==> src/rtl/rst_seq_pkg.sv <==
// Shared definitions for the staged multi-channel reset sequencer.
package rst_seq_pkg;

  typedef enum logic [1:0] {
    S_HOLD = 2'd0,
    S_REL  = 2'd1,
    S_DONE = 2'd2
  } state_t;

  localparam int CH_NUM_MAX = 16;

  // A zero hold request still keeps the channels asserted for one edge.
  function automatic int eff_hold(input int assert_cycle);
    return (assert_cycle < 1) ? 1 : assert_cycle;
  endfunction

endpackage

==> src/rtl/rst_sat_cnt.sv <==
// Saturating up-counter with synchronous clear and a terminal-match flag,
// shared by the hold and staged-release phases of the sequencer.
module rst_sat_cnt #(
  parameter int P_CNT_W = 16
) (
  input  logic               clk,
  input  logic               rst_n,
  input  logic               clr,
  input  logic               en,
  input  logic [P_CNT_W-1:0] match,
  output logic               hit
);

  logic [P_CNT_W-1:0] cnt;

  // NOTE: sequential state uses non-blocking assignments only, and the
  // reset is sampled inside the clocked block so it stays synchronous.
  always_ff @(posedge clk) begin
    if (!rst_n) begin
      cnt <= '0;
    end else if (clr) begin
      cnt <= '0;
    end else if (en && (cnt != '1)) begin
      cnt <= cnt + 1'b1;
    end
  end

  assign hit = (cnt == match);

endmodule

==> src/rtl/rst_seq_module.sv <==
// Multi-channel reset sequencer: holds every channel asserted, then releases
// them one at a time (channel 0 first) with a fixed gap between releases.
module rst_seq_module
  import rst_seq_pkg::*;
#(
  parameter int                  P_CH_NUM       = 4,
  parameter int                  P_CNT_W        = 16,
  parameter int                  P_ASSERT_CYCLE = 16,
  parameter int                  P_STAGE_GAP    = 8,
  parameter logic [P_CH_NUM-1:0] P_OUT_POL      = {P_CH_NUM{1'b1}}
) (
  input  logic                i_clk,
  input  logic                i_rst_n,
  input  logic                i_soft_rst,
  output logic [P_CH_NUM-1:0] o_rst,
  output logic                o_rst_done,
  output logic                o_busy
);

  localparam int                 HOLD        = eff_hold(P_ASSERT_CYCLE);
  localparam int                 IDX_W       = $clog2(P_CH_NUM + 1);
  localparam logic [P_CNT_W-1:0] HOLD_MATCH  = P_CNT_W'(HOLD - 1);
  localparam logic [P_CNT_W-1:0] GAP_MATCH   = P_CNT_W'((P_STAGE_GAP > 0) ? P_STAGE_GAP - 1 : 0);
  localparam bit                 ALL_AT_ONCE = (P_CH_NUM == 1) || (P_STAGE_GAP == 0);
  localparam logic [IDX_W-1:0]   LAST_IDX    = IDX_W'(P_CH_NUM - 1);

  if ((P_CH_NUM < 1) || (P_CH_NUM > CH_NUM_MAX)) begin : g_bad_ch_num
    $fatal(1, "rst_seq_module: P_CH_NUM must be within 1..16");
  end
  if (((P_ASSERT_CYCLE >> P_CNT_W) != 0) || ((P_STAGE_GAP >> P_CNT_W) != 0)) begin : g_bad_cnt_w
    $fatal(1, "rst_seq_module: P_ASSERT_CYCLE/P_STAGE_GAP do not fit in P_CNT_W bits");
  end

  state_t               state;
  logic [IDX_W-1:0]     idx;
  logic [P_CH_NUM-1:0]  r_act;
  logic [P_CNT_W-1:0]   cnt_match;
  logic                 cnt_hit;
  logic                 cnt_en;
  logic                 cnt_clr;

  // The counter restarts on every release so each stage measures its own gap.
  assign cnt_match = (state == S_HOLD) ? HOLD_MATCH : GAP_MATCH;
  assign cnt_en    = (state != S_DONE);
  assign cnt_clr   = i_soft_rst || (cnt_hit && (state != S_DONE));

  rst_sat_cnt #(
    .P_CNT_W (P_CNT_W)
  ) u_cnt (
    .clk   (i_clk),
    .rst_n (i_rst_n),
    .clr   (cnt_clr),
    .en    (cnt_en),
    .match (cnt_match),
    .hit   (cnt_hit)
  );

  always_ff @(posedge i_clk) begin
    if (!i_rst_n || i_soft_rst) begin
      state      <= S_HOLD;
      idx        <= '0;
      r_act      <= '1;
      o_rst_done <= 1'b0;
      o_busy     <= 1'b1;
    end else begin
      case (state)
        S_HOLD: begin
          if (cnt_hit) begin
            if (ALL_AT_ONCE) begin
              r_act      <= '0;
              state      <= S_DONE;
              o_rst_done <= 1'b1;
              o_busy     <= 1'b0;
            end else begin
              r_act[0] <= 1'b0;
              idx      <= IDX_W'(1);
              state    <= S_REL;
            end
          end
        end
        S_REL: begin
          if (cnt_hit) begin
            for (int k = 0; k < P_CH_NUM; k++) begin
              if (IDX_W'(k) == idx) r_act[k] <= 1'b0;
            end
            idx <= idx + 1'b1;
            if (idx == LAST_IDX) begin
              state      <= S_DONE;
              o_rst_done <= 1'b1;
              o_busy     <= 1'b0;
            end
          end
        end
        S_DONE: begin
          state <= S_DONE;
        end
        default: begin
          state <= S_HOLD;
        end
      endcase
    end
  end

  // Fixed per-channel inversion of the registered activity vector.
  assign o_rst = ~(r_act ^ P_OUT_POL);

endmodule

==> config.mk <==
export PLATFORM = sky130hd
export DESIGN_NAME = rst_seq_module
export DESIGN_NICKNAME = d
export VERILOG_FILES = /design/src/rtl/rst_seq_pkg.sv /design/src/rtl/rst_sat_cnt.sv /design/src/rtl/rst_seq_module.sv
export SDC_FILE = /design/constraint.sdc
export NUM_CORES = 1
export LEC_CHECK = 0
export ABC_AREA = 0
export CAP_MARGIN = 20
export CORE_UTILIZATION = 32
export DETAILED_ROUTE_END_ITERATION = 8
export PLACE_DENSITY = 0.54
export SETUP_SLACK_MARGIN = 0.1
export SLEW_MARGIN = 20
export SYNTH_ARGS = -nofsm -noshare
export SYNTH_HDL_FRONTEND = slang
export SYNTH_SLANG_ARGS = --single-unit
==> constraint.sdc <==
create_clock -name i_clk -period 3.2 [get_ports i_clk]
set_input_delay 0.64 -clock i_clk [delete_from_list [all_inputs] [get_ports i_clk]]
set_output_delay 0.64 -clock i_clk [all_outputs]
set_load 0.005 [all_outputs]
==> results of run 1 <==
-- stage by stage --
step	cells	hold WS, ps
after floorplan	160	442
after global placement	213	432
after detailed placement	213	447
after CTS	217	461
after global routing	217	484
final	217	457
-- worst max-delay path, delay by kind of cell, from the launching register on --
family / cells / cell delay (ps)
AND/OR/NAND/NOR: 3 / 1270
flip-flops: 1 / 360
adder cells (fa/ha/maj): 1 / 260
buffers and inverters: 1 / 70
AO/OA/AOI/OAI: 1 / 140
-- report_power, final --
part	internal, mW	leakage (nW)	total, mW	switching, mW
Combinational	0.00461	0.213	0.0123	0.00766
Clock	0.110	0.0288	0.214	0.104
Sequential	0.324	0.210	0.326	0.00115
-- per-layer routing --
layer  wire length, µm  track usage  share of wire  vias to the layer above
li1                  -            -              -                      581
met1              1310        0.182           0.46                      564
met2              1420        0.242           0.49                       24
met3               120       0.0360          0.042                        5
met4                27       0.0319         0.0094                        0
met5                 0            0              0                        -
-- cells in the final DEF (no fill, tap or decap), drive strengths merged, types with 8 or more instances in the layout --
master and count:
a211oi 9, a21oi 11, clkdlybuf4s50 8, dfxtp 26, ha 9, inv 9
nand2 12, nand4 8, nor2 17, o21ai 8
-- flip-flops by register name, summed over array words and instances, names as in the netlist --
name,cells
o_busy,1
u_cnt.cnt,16
state,2
o_rst_done,1
r_act,3
idx,3
-- how the worst max path moves through the flow --
stage | start | end | slack, ps | cells after the start
after floorplan | state[0]$_SDFFE_PP0P_ | u_cnt.cnt[13]$_SDFFE_PP0P_ | 1170 | 7
after global placement | state[0]$_SDFFE_PP0P_ | u_cnt.cnt[13]$_SDFFE_PP0P_ | 1090 | 6
after detailed placement | i_rst_n | u_cnt.cnt[10]$_SDFFE_PP0P_ | 990 | 4
after CTS | state[0]$_SDFFE_PP0P_ | u_cnt.cnt[13]$_SDFFE_PP0P_ | 1020 | 6
after global routing | state[0]$_SDFFE_PP0P_ | u_cnt.cnt[13]$_SDFFE_PP0P_ | 890 | 6
final | state[0]$_SDFFE_PP0P_ | u_cnt.cnt[13]$_SDFFE_PP0P_ | 1020 | 6
-- final cells by class --
| type | instances | share of cell area |
|---|---|---|
| multi-input cells | 120 | 0.504 |
| flip-flops and latches | 26 | 0.343 |
| repair buffers | 8 | 0.0528 |
| well taps | 50 | 0.0413 |
| clock buffers | 4 | 0.0363 |
| inverters | 9 | 0.0223 |
-- logic make-up (layout without fill, tap and decap cells) --
group | after synthesis | count (layout) | share of synthesized area
AOI/OAI and AO/OA | 35 | 35 | 0.161
xor gates and xnor gates | 8 | 8 | 0.0522
adders and majority gates | 9 | 9 | 0.0839
buffers and inverters | 14 | 21 | 0.0429
DFF | 26 | 26 | 0.388
muxes | 2 | 2 | 0.0149
and+or+nand+nor | 66 | 66 | 0.257
==> impl_metrics.tcl, run 1 <==
set metrics [dict create \
    finalHoldViolCount 0 \
    drc 0 \
    min_from "o_rst_done$_SDFFE_PP0P_" \
    place_congestion 0.826 \
    ys_ff_latch 26 \
    rsz0062_at_grt "no" \
    synth_edf_count 0 \
    numClockSinks 26 \
    arrival_ps 2370 \
    via_count 1174 \
    worst_slack_ps 1020 \
    hold_end "o_rst_done$_SDFFE_PP0P_" \
    cap_violations 0 \
    leakage_nw 0.452 \
    grt_max_degree 16 \
    r2r-end "u_cnt.cnt[13]$_SDFFE_PP0P_" \
    area_delta_synth_final_pct 13.0 \
    pre_cts_slack_ps 995 \
    yosysMostFrequentCell "dfxtp_1" \
    slew_headroom 0.569 \
    diodes 0 \
    final_antenna_net_count 0 \
    cp_slowest_cell "or3_1" \
    drt_iter0_markers 54 \
    fmax_mhz 460 \
    initial_utilization 0.336 \
    syn_area_um2 1340 \
    htreeDepth 1 \
    fin_total_pwr_uw 552 \
    synthDistinctLibCells 34 \
    endpoint_kind "flop" \
    syn_inst 160 \
    worst_slew_pin_slew_ps 644 \
    cts_buffers 3 \
    period_share 0.680 \
    worst_r2r_path_depth 6 \
    crit_type "reg -> reg" \
    drt_pass1_iterations 4 \
    final_area_um2 1520 \
    avgSynthCellArea_um2 8.39 \
    yosys_warnings 0 \
    grt_antenna_before_repair 0 \
    regToRegSetupSlack_ps 1020 \
    num_rows 23 \
    drive_above_1_share 0.0419 \
    hold_depth 2 \
    cts_tree "built" \
    fin_util 0.379 \
    synth_top_flop_cell "dfxtp_1" \
    cp_cell_sequence "inv_1 -> ha_1 -> or3_1 -> or3_4 -> or3_1 -> a21oi_1" \
    post_cts_buffers 0 \
    irDropWorstVdd_mv 0.336 \
    die_w_um 66.8 \
    synthArstFlopShare 0 \
    n_fill_cell 397 \
    routed_via_density 5.41 \
    fin_crit_ps 2180 \
    multi_input_area_um2 764 \
    dp_hpwl_mm 2.15 \
    crit_fanout 7 \
    die_height_um 66.8 \
    clock_latency_ps 270 \
    ys_seq_area_frac 0.388 \
    cpMostUsedCell "or3_1" \
    cp.required_ps 3400 \
    core_um2 4000 \
    drv_slew 0 \
    r2r_start "state[0]$_SDFFE_PP0P_" \
    synth_top_area_frac 0.388 \
    synth.area.top_cells "dfxtp_1, ha_1, a211oi_1, nor2_1, a21oi_1" \
    grt_pass1_wl_mm 4.85 \
    clk_pin_slew_ps 90 \
    wl_per_cell_um 13.3 \
    startpoint_type "flop" \
    nets 180 \
    setup_tns_ps 0 \
    grt_usage 0.144 \
    slowest_delay_ps 500 \
    ioPinCount 9 \
    grt_pass1_vias 1055 \
    ctsResizeCount 0 \
    grt_overflow 0 \
    synth_common_cells "dfxtp_1, nor2_1, nand2_1" \
    clk_path_buf_depth 2 \
    setup_violations 0 \
    postCtsHoldBufs 0 \
    power_density_nw_per_um2 364 \
    syn-num-nets 172 \
    final.setup_skew_ps 4.42 \
    status "completed" \
    regArea_um2 520 \
    place_area_um2 1460 \
    routed_wl_mm 2.88 \
    hold_path.class "reg -> reg" \
    yosysTopAreaCell "dfxtp_1" \
    die_area_um2 4460 \
    numPortBuffers 8 \
    root_buffer "clkbuf_8" \
]
No activity file was read; power rests on OpenSTA's default activity.
==> run 2: changes to the inputs <==
clock period = 2.1 ns   (was 3.2 ns; I/O delays follow)
==> run 2 against run 1 <==
Against the previous run: non-clock buffer count increased by 8; count of clock-buffer cells in the layout decreased by 1; largest power group unchanged; flip-flop and latch count unchanged.
==> impl_metrics.tcl, run 2 (synthesized netlist as in run 1, its figures left out) <==
set metrics [dict create \
    final_antenna_net_count 0 \
    cp-startpoint "state[0]$_SDFFE_PP0P_" \
    drt_pass1_iterations 5 \
    cp_slowest_cell "or3_4" \
    drive_above_1_share 0.126 \
    endpoint_kind "flop" \
    nets 188 \
    crit_end "u_cnt.cnt[13]$_SDFFE_PP0P_" \
    ioPinCount 9 \
    place_congestion 0.788 \
    grt_pass1_vias 1077 \
    root_buffer "clkbuf_8" \
    numPortBuffers 8 \
    cts_tree "built" \
    cap_violations 0 \
    num_rows 23 \
    hold_path.class "reg -> reg" \
    status "completed" \
    period_share 0.910 \
    grt_max_degree 16 \
    startpoint_type "flop" \
    core_um2 4000 \
    wl_per_cell_um 12.5 \
    htreeDepth 1 \
    grt_overflow 0 \
    cpMostUsedCell "or3_4" \
    rsz0062_at_grt "yes" \
    numClockSinks 26 \
    slew_headroom 0.751 \
    cp.required_ps 2310 \
    crit_fanout 6 \
    min_from "o_rst_done$_SDFFE_PP0P_" \
    die_area_um2 4460 \
    die_w_um 66.8 \
    drt_iter0_markers 47 \
    drv_slew 0 \
    grt_usage 0.139 \
    fin_crit_ps 1910 \
    arrival_ps 2120 \
    clock_latency_ps 270 \
    cp_cell_sequence "inv_2 -> ha_4 -> or3_4 -> or3_4 -> or3_1 -> a21oi_1" \
    r2r_start "state[0]$_SDFFE_PP0P_" \
    top_regs "u_cnt.cnt: 16 flops, idx: 3 flops, r_act: 3 flops" \
    irDropWorstVdd_mv 0.365 \
    worst_slew_pin_slew_ps 369 \
    r2r-end "u_cnt.cnt[13]$_SDFFE_PP0P_" \
    drc 0 \
    via_count 1179 \
    n_fill_cell 385 \
    clk_path_buf_depth 2 \
    setup_tns_ps 0 \
    dp_hpwl_mm 2.01 \
    crit_type "reg -> reg" \
    routed_wl_mm 2.81 \
    fin_util 0.410 \
    largest_reg_flops 16 \
    grt_pass1_wl_mm 4.81 \
    regToRegSetupSlack_ps 190 \
    die_height_um 66.8 \
    grt_antenna_before_repair 0 \
    layout_commonest_cell "dfxtp_1" \
    fmax_mhz 523 \
    slowest_delay_ps 390 \
    diodes 0 \
    layout_common_cells "dfxtp_1, nor2_1, nand2_1" \
    setup_violations 0 \
    cts_buffers 3 \
    initial_utilization 0.336 \
    final.setup_skew_ps 2.35 \
    worst_r2r_path_depth 6 \
    leakage_nw 0.511 \
    clk_pin_slew_ps 90 \
    area_delta_synth_final_pct 22.2 \
    regMostFlops "u_cnt.cnt" \
    fin_total_pwr_uw 935 \
    power_density_nw_per_um2 570 \
    finalHoldViolCount 0 \
    routed_via_density 5.24 \
    postCtsHoldBufs 0 \
]
## run 2: repair_timing
action                     4_1_cts  5_1_grt
hold endpoints to repair         0        0
pin swaps                        0        2
setup endpoints to repair        1        2
gates resized for setup          1        7
setup buffers                    0        1
## run 2: layout make-up
type | instances | area, µm² | area share
Multi-Input combinational cell | 120 | 797 | 0.486
Clock inverter | 1 | 30.0 | 0.0183
Inverter | 9 | 33.8 | 0.0206
Timing Repair Buffer | 16 | 153 | 0.0931
Clock buffer | 3 | 41.3 | 0.0252
Tap cell | 50 | 62.6 | 0.0381
Sequential cell | 26 | 523 | 0.319
## run 2: metal layers
metal	GRT usage	vias up	wire length [µm]
li1	-	596	-
met1	0.199	554	1400
met2	0.210	24	1270
met3	0.0205	5	102
met4	0.0479	0	34
met5	0	-	0
## run 2: worst max-delay path, delay by kind of cell (launching register included)
family / cells / cell delay [ps]
buffers and inverters: 1 / 70
AO/OA/AOI/OAI: 1 / 120
flip-flops: 1 / 360
adder cells (fa/ha/maj): 1 / 180
AND/OR/NAND/NOR: 3 / 1130
## run 2: report_power, final
group	internal, mW	switching, mW
sequential	0.494	0.00155
clock	0.255	0.159
combinational	0.0119	0.0126
## run 2: through the flow
stage | hold slack [ps] | setup WS, ps | cells | instance area, µm²
after floorplan | 442 | 108 | 160 | 1350
after global placement | 433 | 180 | 220 | 1530
after detailed placement | 439 | 112 | 220 | 1530
after CTS | 454 | 119 | 224 | 1600
after global routing | 481 | 104 | 225 | 1640
final | 450 | 189 | 225 | 1640
## run 2: worst min path at each step
stage,to,slack (ps),depth (start not counted)
5_1_grt,o_rst_done$_SDFFE_PP0P_,480,2
3_3_place_gp,o_rst_done$_SDFFE_PP0P_,430,2
4_1_cts,o_rst_done$_SDFFE_PP0P_,450,2
3_5_place_dp,o_rst_done$_SDFFE_PP0P_,440,2
2_1_floorplan,o_rst_done$_SDFFE_PP0P_,440,2
6_report,o_rst_done$_SDFFE_PP0P_,450,2
